## config.mk

```make
export PLATFORM = sky130hd
export DESIGN_NAME = risc16_seq_flat
export DESIGN_NICKNAME = d
export VERILOG_FILES = /design/src/rtl/risc16_seq_pkg.sv /design/src/rtl/risc16_seq_if.sv /design/src/rtl/risc16_decode.sv /design/src/rtl/risc16_seq.sv /design/src/flat_wrapper.sv
export SDC_FILE = /design/constraint.sdc
export NUM_CORES = 1
export LEC_CHECK = 0
export CORE_MARGIN = 2
export CORE_UTILIZATION = 51
export DETAILED_ROUTE_END_ITERATION = 8
export MAX_ROUTING_LAYER = met4
export PLACE_DENSITY = 0.86
export SKIP_LAST_GASP = 1
export SLEW_MARGIN = 20
export SYNTH_ARGS = -nofsm -noshare
export SYNTH_HDL_FRONTEND = slang
export SYNTH_SLANG_ARGS = --single-unit
```

## constraint.sdc

```tcl
create_clock -name clk -period 4.5 [get_ports clk]
set_clock_uncertainty 0.15 [all_clocks]
set_input_delay 0.675 -clock clk [delete_from_list [all_inputs] [get_ports clk]]
set_output_delay 0.675 -clock clk [all_outputs]
set_load 0.01 [all_outputs]
```

## src/rtl/risc16_seq_pkg.sv

```systemverilog
`default_nettype none
// ============================================================================
// Module  : risc16_seq_pkg
// Brief   : Shared types for the RiSC-16 multicycle control sequencer.
// Revision: 1.0 - initial release
// ============================================================================
package risc16_seq_pkg;

  typedef enum logic [2:0] {
    OP_ADD  = 3'd0,
    OP_ADDI = 3'd1,
    OP_NAND = 3'd2,
    OP_LUI  = 3'd3,
    OP_SW   = 3'd4,
    OP_LW   = 3'd5,
    OP_BEQ  = 3'd6,
    OP_JALR = 3'd7
  } opcode_e;

  typedef enum logic [2:0] {
    S_FETCH  = 3'd0,
    S_DECODE = 3'd1,
    S_EXEC   = 3'd2,
    S_MEM    = 3'd3,
    S_WB     = 3'd4,
    S_HALT   = 3'd5,
    S_ERROR  = 3'd6
  } state_e;

  typedef enum logic [1:0] {
    PC_INC    = 2'b00,
    PC_BRANCH = 2'b01,
    PC_ALU    = 2'b10
  } pc_sel_e;

  typedef enum logic [1:0] {
    ALU_ADD    = 2'b00,
    ALU_NAND   = 2'b01,
    ALU_PASS_B = 2'b10,
    ALU_LUI    = 2'b11
  } alu_op_e;

  typedef enum logic [1:0] {
    WB_ALU = 2'b00,
    WB_MEM = 2'b01,
    WB_PC1 = 2'b10
  } rf_wsel_e;

  localparam logic [2:0] c_REG_ZERO = 3'd0;

  function automatic opcode_e opcode_of(input logic [15:0] instr);
    return opcode_e'(instr[15:13]);
  endfunction

endpackage
`default_nettype wire

```

## src/rtl/risc16_seq_if.sv

```systemverilog
`default_nettype none
// ============================================================================
// Module  : risc16_seq_if
// Brief   : Memory handshake and datapath control bundle of the sequencer.
// Revision: 1.0 - initial release
// ============================================================================
interface risc16_seq_if;

  logic                          mem_ack;
  logic [15:0]                   instr;
  logic                          eq;

  logic                          mem_req;
  logic                          mem_we;
  logic                          mem_asel;
  logic [15:0]                   ir;
  logic                          pc_en;
  risc16_seq_pkg::pc_sel_e       pc_sel;
  risc16_seq_pkg::alu_op_e       alu_op;
  logic                          alu_bsel;
  logic                          rf_we;
  risc16_seq_pkg::rf_wsel_e      rf_wsel;
  logic                          halted;
  logic                          err;

  modport master (
    input  mem_ack, instr, eq,
    output mem_req, mem_we, mem_asel, ir, pc_en, pc_sel,
           alu_op, alu_bsel, rf_we, rf_wsel, halted, err
  );

  modport slave (
    output mem_ack, instr, eq,
    input  mem_req, mem_we, mem_asel, ir, pc_en, pc_sel,
           alu_op, alu_bsel, rf_we, rf_wsel, halted, err
  );

endinterface
`default_nettype wire

```

## src/rtl/risc16_decode.sv

```systemverilog
`default_nettype none
// ============================================================================
// Module  : risc16_decode
// Brief   : Combinational instruction-field decode for the sequencer.
// Revision: 1.0 - initial release
// ============================================================================
module risc16_decode
  import risc16_seq_pkg::*;
(
  input  opcode_e     i_opcode,
  input  logic [2:0]  i_dest,
  input  logic [6:0]  i_imm7,
  output alu_op_e     o_alu_op,
  output logic        o_alu_bsel,
  output rf_wsel_e    o_rf_wsel,
  output logic        o_rf_wr,
  output logic        o_is_mem,
  output logic        o_is_store,
  output logic        o_is_beq,
  output logic        o_is_jalr,
  output logic        o_is_halt
);

  always_comb begin
    o_alu_op   = ALU_ADD;
    o_alu_bsel = 1'b0;
    o_rf_wsel  = WB_ALU;
    o_rf_wr    = 1'b0;
    o_is_mem   = 1'b0;
    o_is_store = 1'b0;
    o_is_beq   = 1'b0;
    o_is_jalr  = 1'b0;
    o_is_halt  = 1'b0;
    case (i_opcode)
      OP_ADD: begin
        o_rf_wr = 1'b1;
      end
      OP_ADDI: begin
        o_alu_bsel = 1'b1;
        o_rf_wr    = 1'b1;
      end
      OP_NAND: begin
        o_alu_op = ALU_NAND;
        o_rf_wr  = 1'b1;
      end
      OP_LUI: begin
        o_alu_op = ALU_LUI;
        o_rf_wr  = 1'b1;
      end
      OP_SW: begin
        o_alu_bsel = 1'b1;
        o_is_mem   = 1'b1;
        o_is_store = 1'b1;
      end
      OP_LW: begin
        o_alu_bsel = 1'b1;
        o_is_mem   = 1'b1;
        o_rf_wr    = 1'b1;
        o_rf_wsel  = WB_MEM;
      end
      OP_BEQ: begin
        o_is_beq = 1'b1;
      end
      OP_JALR: begin
        o_alu_op  = ALU_PASS_B;
        o_is_jalr = 1'b1;
        // A JALR carrying a nonzero immediate is the HALT encoding.
        if (i_imm7 != 7'd0) begin
          o_is_halt = 1'b1;
        end else begin
          o_rf_wr   = 1'b1;
          o_rf_wsel = WB_PC1;
        end
      end
      default: begin
        o_rf_wr = 1'b0;
      end
    endcase
    if (i_dest == c_REG_ZERO) begin
      o_rf_wr = 1'b0;
    end
  end

endmodule
`default_nettype wire

```

## src/rtl/risc16_seq.sv

```systemverilog
`default_nettype none
// ============================================================================
// Module  : risc16_seq
// Brief   : Multicycle FETCH/DECODE/EXEC/MEM/WB control sequencer for RiSC-16.
// Revision: 1.0 - initial release
// ============================================================================
module risc16_seq
  import risc16_seq_pkg::*;
#(
  parameter int TIMEOUT = 255
) (
  input  logic               clk,
  input  logic               rst,
  risc16_seq_if.master       bus
);

  localparam int                  c_WAIT_W    = (TIMEOUT < 2) ? 1 : $clog2(TIMEOUT);
  localparam logic [c_WAIT_W-1:0] c_WAIT_LAST = c_WAIT_W'(TIMEOUT - 1);

  state_e              state_q,    state_d;
  logic [15:0]         ir_q,       ir_d;
  logic [c_WAIT_W-1:0] wait_q,     wait_d;
  logic                halted_q,   halted_d;
  logic                err_q,      err_d;
  logic                mem_req_q,  mem_req_d;
  logic                mem_we_q,   mem_we_d;
  logic                mem_asel_q, mem_asel_d;
  logic                pc_en_q,    pc_en_d;
  pc_sel_e             pc_sel_q,   pc_sel_d;
  alu_op_e             alu_op_q,   alu_op_d;
  logic                alu_bsel_q, alu_bsel_d;
  logic                rf_we_q,    rf_we_d;
  rf_wsel_e            rf_wsel_q,  rf_wsel_d;

  alu_op_e             w_alu_op;
  logic                w_alu_bsel;
  rf_wsel_e            w_rf_wsel;
  logic                w_rf_wr;
  logic                w_is_mem;
  logic                w_is_store;
  logic                w_is_beq;
  logic                w_is_jalr;
  logic                w_is_halt;

  risc16_decode u_decode (
    .i_opcode   (opcode_of(ir_q)),
    .i_dest     (ir_q[12:10]),
    .i_imm7     (ir_q[6:0]),
    .o_alu_op   (w_alu_op),
    .o_alu_bsel (w_alu_bsel),
    .o_rf_wsel  (w_rf_wsel),
    .o_rf_wr    (w_rf_wr),
    .o_is_mem   (w_is_mem),
    .o_is_store (w_is_store),
    .o_is_beq   (w_is_beq),
    .o_is_jalr  (w_is_jalr),
    .o_is_halt  (w_is_halt)
  );

  // Next state and bookkeeping.
  always_comb begin
    state_d  = state_q;
    ir_d     = ir_q;
    wait_d   = wait_q;
    halted_d = halted_q;
    err_d    = err_q;
    case (state_q)
      S_FETCH, S_MEM: begin
        // An ack only counts while our own request is on the bus, so an ack
        // for an access killed by reset never reaches the state machine.
        if (mem_req_q) begin
          if (bus.mem_ack) begin
            if (state_q == S_FETCH) begin
              ir_d    = bus.instr;
              state_d = S_DECODE;
            end else begin
              state_d = S_WB;
            end
          end else if (wait_q == c_WAIT_LAST) begin
            state_d = S_ERROR;
          end else begin
            wait_d = wait_q + 1'b1;
          end
        end
      end
      S_DECODE: state_d = S_EXEC;
      S_EXEC:   state_d = w_is_mem ? S_MEM : S_WB;
      S_WB:     state_d = w_is_halt ? S_HALT : S_FETCH;
      default:  state_d = state_q;
    endcase
    if ((state_d != state_q) && ((state_d == S_FETCH) || (state_d == S_MEM))) begin
      wait_d = '0;
    end
    if (state_d == S_HALT) begin
      halted_d = 1'b1;
    end
    if (state_d == S_ERROR) begin
      err_d = 1'b1;
    end
  end

  // Outputs are registered, so they are decoded from the state being entered.
  always_comb begin
    mem_req_d  = (state_d == S_FETCH) || (state_d == S_MEM);
    mem_asel_d = (state_d == S_MEM);
    mem_we_d   = (state_d == S_MEM) && w_is_store;
    alu_op_d   = ALU_ADD;
    alu_bsel_d = 1'b0;
    pc_en_d    = 1'b0;
    pc_sel_d   = PC_INC;
    rf_we_d    = 1'b0;
    rf_wsel_d  = WB_ALU;
    if (state_d == S_EXEC) begin
      alu_op_d   = w_alu_op;
      alu_bsel_d = w_alu_bsel;
    end
    if (state_d == S_WB) begin
      pc_en_d   = !w_is_halt;
      rf_we_d   = w_rf_wr;
      rf_wsel_d = w_rf_wsel;
      // BEQ always enters WB straight from EXEC, so eq is sampled right here.
      if (w_is_jalr && !w_is_halt) begin
        pc_sel_d = PC_ALU;
      end else if (w_is_beq && bus.eq) begin
        pc_sel_d = PC_BRANCH;
      end
    end
  end

  always_ff @(posedge clk) begin
    if (rst) begin
      state_q    <= S_FETCH;
      ir_q       <= '0;
      wait_q     <= '0;
      halted_q   <= 1'b0;
      err_q      <= 1'b0;
      mem_req_q  <= 1'b0;
      mem_we_q   <= 1'b0;
      mem_asel_q <= 1'b0;
      pc_en_q    <= 1'b0;
      pc_sel_q   <= PC_INC;
      alu_op_q   <= ALU_ADD;
      alu_bsel_q <= 1'b0;
      rf_we_q    <= 1'b0;
      rf_wsel_q  <= WB_ALU;
    end else begin
      state_q    <= state_d;
      ir_q       <= ir_d;
      wait_q     <= wait_d;
      halted_q   <= halted_d;
      err_q      <= err_d;
      mem_req_q  <= mem_req_d;
      mem_we_q   <= mem_we_d;
      mem_asel_q <= mem_asel_d;
      pc_en_q    <= pc_en_d;
      pc_sel_q   <= pc_sel_d;
      alu_op_q   <= alu_op_d;
      alu_bsel_q <= alu_bsel_d;
      rf_we_q    <= rf_we_d;
      rf_wsel_q  <= rf_wsel_d;
    end
  end

  assign bus.mem_req  = mem_req_q;
  assign bus.mem_we   = mem_we_q;
  assign bus.mem_asel = mem_asel_q;
  assign bus.ir       = ir_q;
  assign bus.pc_en    = pc_en_q;
  assign bus.pc_sel   = pc_sel_q;
  assign bus.alu_op   = alu_op_q;
  assign bus.alu_bsel = alu_bsel_q;
  assign bus.rf_we    = rf_we_q;
  assign bus.rf_wsel  = rf_wsel_q;
  assign bus.halted   = halted_q;
  assign bus.err      = err_q;

endmodule
`default_nettype wire

```

## src/flat_wrapper.sv

```systemverilog
// flat-port wrapper written by rule: the top's interface ports become plain ports
module risc16_seq_flat import risc16_seq_pkg::*;
#(
  parameter int TIMEOUT = 255
)
  (clk, rst, bus_mem_ack, bus_instr, bus_eq, bus_mem_req, bus_mem_we, bus_mem_asel, bus_ir, bus_pc_en, bus_pc_sel, bus_alu_op, bus_alu_bsel, bus_rf_we, bus_rf_wsel, bus_halted, bus_err);
  risc16_seq_if bus_i ();
  input  logic clk;
  input  logic rst;
  input wire logic [$bits(bus_i.mem_ack)-1:0] bus_mem_ack;
  input wire logic [$bits(bus_i.instr)-1:0] bus_instr;
  input wire logic [$bits(bus_i.eq)-1:0] bus_eq;
  output wire logic [$bits(bus_i.mem_req)-1:0] bus_mem_req;
  output wire logic [$bits(bus_i.mem_we)-1:0] bus_mem_we;
  output wire logic [$bits(bus_i.mem_asel)-1:0] bus_mem_asel;
  output wire logic [$bits(bus_i.ir)-1:0] bus_ir;
  output wire logic [$bits(bus_i.pc_en)-1:0] bus_pc_en;
  output wire logic [$bits(bus_i.pc_sel)-1:0] bus_pc_sel;
  output wire logic [$bits(bus_i.alu_op)-1:0] bus_alu_op;
  output wire logic [$bits(bus_i.alu_bsel)-1:0] bus_alu_bsel;
  output wire logic [$bits(bus_i.rf_we)-1:0] bus_rf_we;
  output wire logic [$bits(bus_i.rf_wsel)-1:0] bus_rf_wsel;
  output wire logic [$bits(bus_i.halted)-1:0] bus_halted;
  output wire logic [$bits(bus_i.err)-1:0] bus_err;
  assign bus_i.mem_ack = bus_mem_ack;
  assign bus_i.instr = bus_instr;
  assign bus_i.eq = bus_eq;
  assign bus_mem_req = bus_i.mem_req;
  assign bus_mem_we = bus_i.mem_we;
  assign bus_mem_asel = bus_i.mem_asel;
  assign bus_ir = bus_i.ir;
  assign bus_pc_en = bus_i.pc_en;
  assign bus_pc_sel = bus_i.pc_sel;
  assign bus_alu_op = bus_i.alu_op;
  assign bus_alu_bsel = bus_i.alu_bsel;
  assign bus_rf_we = bus_i.rf_we;
  assign bus_rf_wsel = bus_i.rf_wsel;
  assign bus_halted = bus_i.halted;
  assign bus_err = bus_i.err;
  risc16_seq #(.TIMEOUT(TIMEOUT)) u_core (.clk(clk), .rst(rst), .bus(bus_i));
endmodule
```

==> flow_metrics.env <==
export IMPL_postCtsSetupBuffers=0
export IMPL_hold_class="flop to flop"
export IMPL_die_w_um=63.7
export IMPL_path_buf_inv=1
export IMPL_r2r_setup_slack_ns=2.10
export IMPL_grt_pass1_vias=1440
export IMPL_maxCapViolCount=0
export IMPL_routed_wirelength_mm=3.89
export IMPL_ys_seq_elements=40
export IMPL_dp_final_hpwl_mm=2.89
export IMPL_die_h_um=63.7
export IMPL_grt_start_max_net_pins=25
export IMPL_slew_headroom_pct=45.3
export IMPL_grt_use_total_pct=22.0
export IMPL_worstPathRequired_ns=4.58
export IMPL_hold_viol_final=0
export IMPL_drtPass1Iterations=4
export IMPL_rsz0062_at_grt="no"
export IMPL_criticalPathCategory="primary input to flop"
export IMPL_cts_max_path_buffers=2
export IMPL_synth_edff_count=0
export IMPL_setup_violations=0
export IMPL_cp_arrival_ns=2.66
export IMPL_critPathCaptureType="flop"
export IMPL_cts_buffers=5
export IMPL_cpMaxStageDelayCell="clkdlybuf4s50_1"
export IMPL_clock_sinks=40
export IMPL_crit_family="simple AND/OR/NAND/NOR gates"
export IMPL_met3_usage_pct=5.18
export IMPL_use_met2_pct=30.8
export IMPL_drt_antenna_violating_nets=0
export IMPL_fmax_ghz=0.387
export IMPL_cp_start_kind="primary input"
export IMPL_syn2layout_area_growth_pct=32.4
export IMPL_rows=21
export IMPL_worst_slew_pin_slew_ns=0.818
export IMPL_io_buffers=49
export IMPL_timing_final_crit_share_pct=57.4
export IMPL_synth_distinct_cells=46
export IMPL_syn_inst=202
export IMPL_drc=0
export IMPL_antenna_found_initial=0
export IMPL_synthFlopType="dfxtp_1"
export IMPL_cts_tree="built"
export IMPL_cts_repair_resized=0
export IMPL_final_max_slew_viol_count=0
export IMPL_setup_tns_ns=0
export IMPL_fillers=253
export IMPL_power_leakage_uw=0.000791
export IMPL_synthArstFlopShare_pct=0
export IMPL_dp_cells=289
export IMPL_critical_path_max_fanout=19
export IMPL_final_cells=297
export IMPL_core_um2=3390
export IMPL_start_util_pct=53.6
export IMPL_synth_area_per_cell_um2=8.99
export IMPL_drt_iter0_drc=75
export IMPL_status="completed"
export IMPL_hold_buffers=0
export IMPL_yosysWarnings=0
export IMPL_root_buffer="clkbuf_4"
export IMPL_grtUsageMet1_pct=30.0
export IMPL_synth_area_um2=1820
export IMPL_drive_gt1_share_pct=12.4
export IMPL_cts_clk_slew_worst_paths_ns=0.11
export IMPL_grt_pass1_wl_mm=6.80
export IMPL_final_nets=272
export IMPL_min_period_ns=2.58
export IMPL_vias=1591
export IMPL_wl_per_cell_um=13.1
export IMPL_p_total_uw=759
export IMPL_syn_num_nets=224
export IMPL_ios=50
export IMPL_viasPerCell=5.36
export IMPL_clkLatencyLatePin_ns=0.35
export IMPL_dieArea_um2=4060
export IMPL_routabilityCongestion=0.927
export IMPL_num_antenna_cells=0
export IMPL_crit_path_max_incr_delay_ns=0.63
export IMPL_cts_htree_levels=2
export IMPL_vdd_ir_drop_max_uv=198
export IMPL_powerDensity_nw_per_um2=316
export IMPL_yosysSeqAreaShare_pct=44.1
export IMPL_grt_ovfl_total=0
export IMPL_top_usage_layer="met2"
export IMPL_cp_cell_sequence="clkdlybuf4s50_1 > nand3_2 > and4_4 > or3_4 > nand3_4 > a21oi_1"
-- final timing paths --
check / endpoint / start / depth (start not counted)
min: u_core.bus.ir[8] / u_core.bus.ir[8] / 2
min reg2reg: u_core.bus.ir[8] / u_core.bus.ir[8] / 2
max: u_core.wait_q[6] / bus_mem_ack / 6
max reg2reg: u_core.wait_q[6] / u_core.state_q[1] / 6
-- cell families (layout without fill, tap and decap cells) --
logic type / Yosys count / in the layout / share of synthesized area [%]
fa+ha+maj: 2 / 2 / 1.38
flops: 40 / 40 / 44.1
buf+inv: 14 / 63 / 3.24
compound gates: 42 / 42 / 16.6
simple gates: 95 / 95 / 29.9
xor+xnor: 8 / 8 / 4.27
mux: 1 / 1 / 0.551
-- synthesized netlist by cell type (2+ instances only) --
| library cell | instances | area [um^2] |
|---|---|---|
| xor2_1 | 5 | 43.8 |
| inv_1 | 6 | 22.5 |
| or3_4 | 2 | 22.5 |
| o211ai_1 | 2 | 15.0 |
| xnor2_1 | 2 | 17.5 |
| nor3_2 | 3 | 30.0 |
| and2_1 | 2 | 12.5 |
| nor4_1 | 2 | 12.5 |
| nor3_1 | 4 | 20.0 |
| nand3_1 | 7 | 35.0 |
| nor2_1 | 14 | 52.6 |
| nand2_1 | 40 | 150 |
| a21oi_1 | 29 | 145 |
| ha_1 | 2 | 25.0 |
| clkbuf_1 | 5 | 18.8 |
| dfxtp_1 | 40 | 801 |
| buf_2 | 2 | 10.0 |
| nand4_1 | 6 | 37.5 |
| nand3_2 | 2 | 20.0 |
-- power by group --
| group | switching [uW] | internal [uW] |
|---|---|---|
| registers | 19.7 | 370 |
| logic | 72.7 | 68.5 |
| clock network | 112 | 116 |
| total | 205 | 555 |
-- metal layers --
layer / part of all wire, % / vias up / wire length (um)
met5: 0 / - / 0
met4: 2.7 / 0 / 104
met3: 5.5 / 13 / 215
met2: 45 / 56 / 1750
met1: 47 / 718 / 1810
li1: - / 804 / -
-- flip-flops by register name (all words and copies together), names as in the netlist --
signal / cells
u_core.bus.mem_req: 1
u_core.wait_q: 8
u_core.bus.mem_asel: 1
u_core.bus.pc_sel: 2
u_core.bus.alu_bsel: 1
u_core.state_q: 3
u_core.bus.alu_op: 2
u_core.bus.ir: 16
u_core.bus.pc_en: 1
u_core.bus.rf_wsel: 1
u_core.bus.err: 1
u_core.bus.rf_we: 1
u_core.bus.halted: 1
u_core.bus.mem_we: 1
-- layout by cell type (no fill, tap or decap), drive strengths merged, types with 2 or more instances in the layout --
cell / instances
clkdlybuf4s50: 49
inv: 6
nor4: 4
o211ai: 2
a21oi: 29
ha: 2
nor3: 7
xnor2: 2
dfxtp: 40
nor2: 15
nand3: 10
o21ai: 2
clkbuf: 6
nand4: 6
xor2: 6
or3: 2
and2: 2
nand2: 40
-- through the flow --
| step | util (%) | hold WS (ns) | setup slack (ns) | area [um^2] |
|---|---|---|---|---|
| floorplan | - | 0.320 | 2.44 | 1820 |
| global route | 70.9 | 0.331 | 1.82 | 2400 |
| global placement | 68.7 | 0.287 | 1.58 | 2330 |
| finish | 70.9 | 0.313 | 1.92 | 2400 |
| detailed placement | 68.7 | 0.304 | 1.54 | 2330 |
| CTS | 70.9 | 0.320 | 1.93 | 2400 |
-- final cells by class --
| cell class | instances | area [um^2] | share of cell area (%) |
|---|---|---|---|
| Sequential cell | 40 | 801 | 33.3 |
| Inverter | 6 | 22.5 | 0.937 |
| Clock inverter | 2 | 35.0 | 1.46 |
| Clock buffer | 6 | 41.3 | 1.72 |
| Timing Repair Buffer | 49 | 490 | 20.4 |
| Multi-Input combinational cell | 148 | 957 | 39.8 |
| Tap cell | 46 | 57.6 | 2.39 |
-- worst min-delay path: stages, from the launching register on --
cell and delay [ns]:
dfxtp_1 0.33, nand2_1 0.05, a21oi_1 0.05
(Power assumes the default switching activity.)
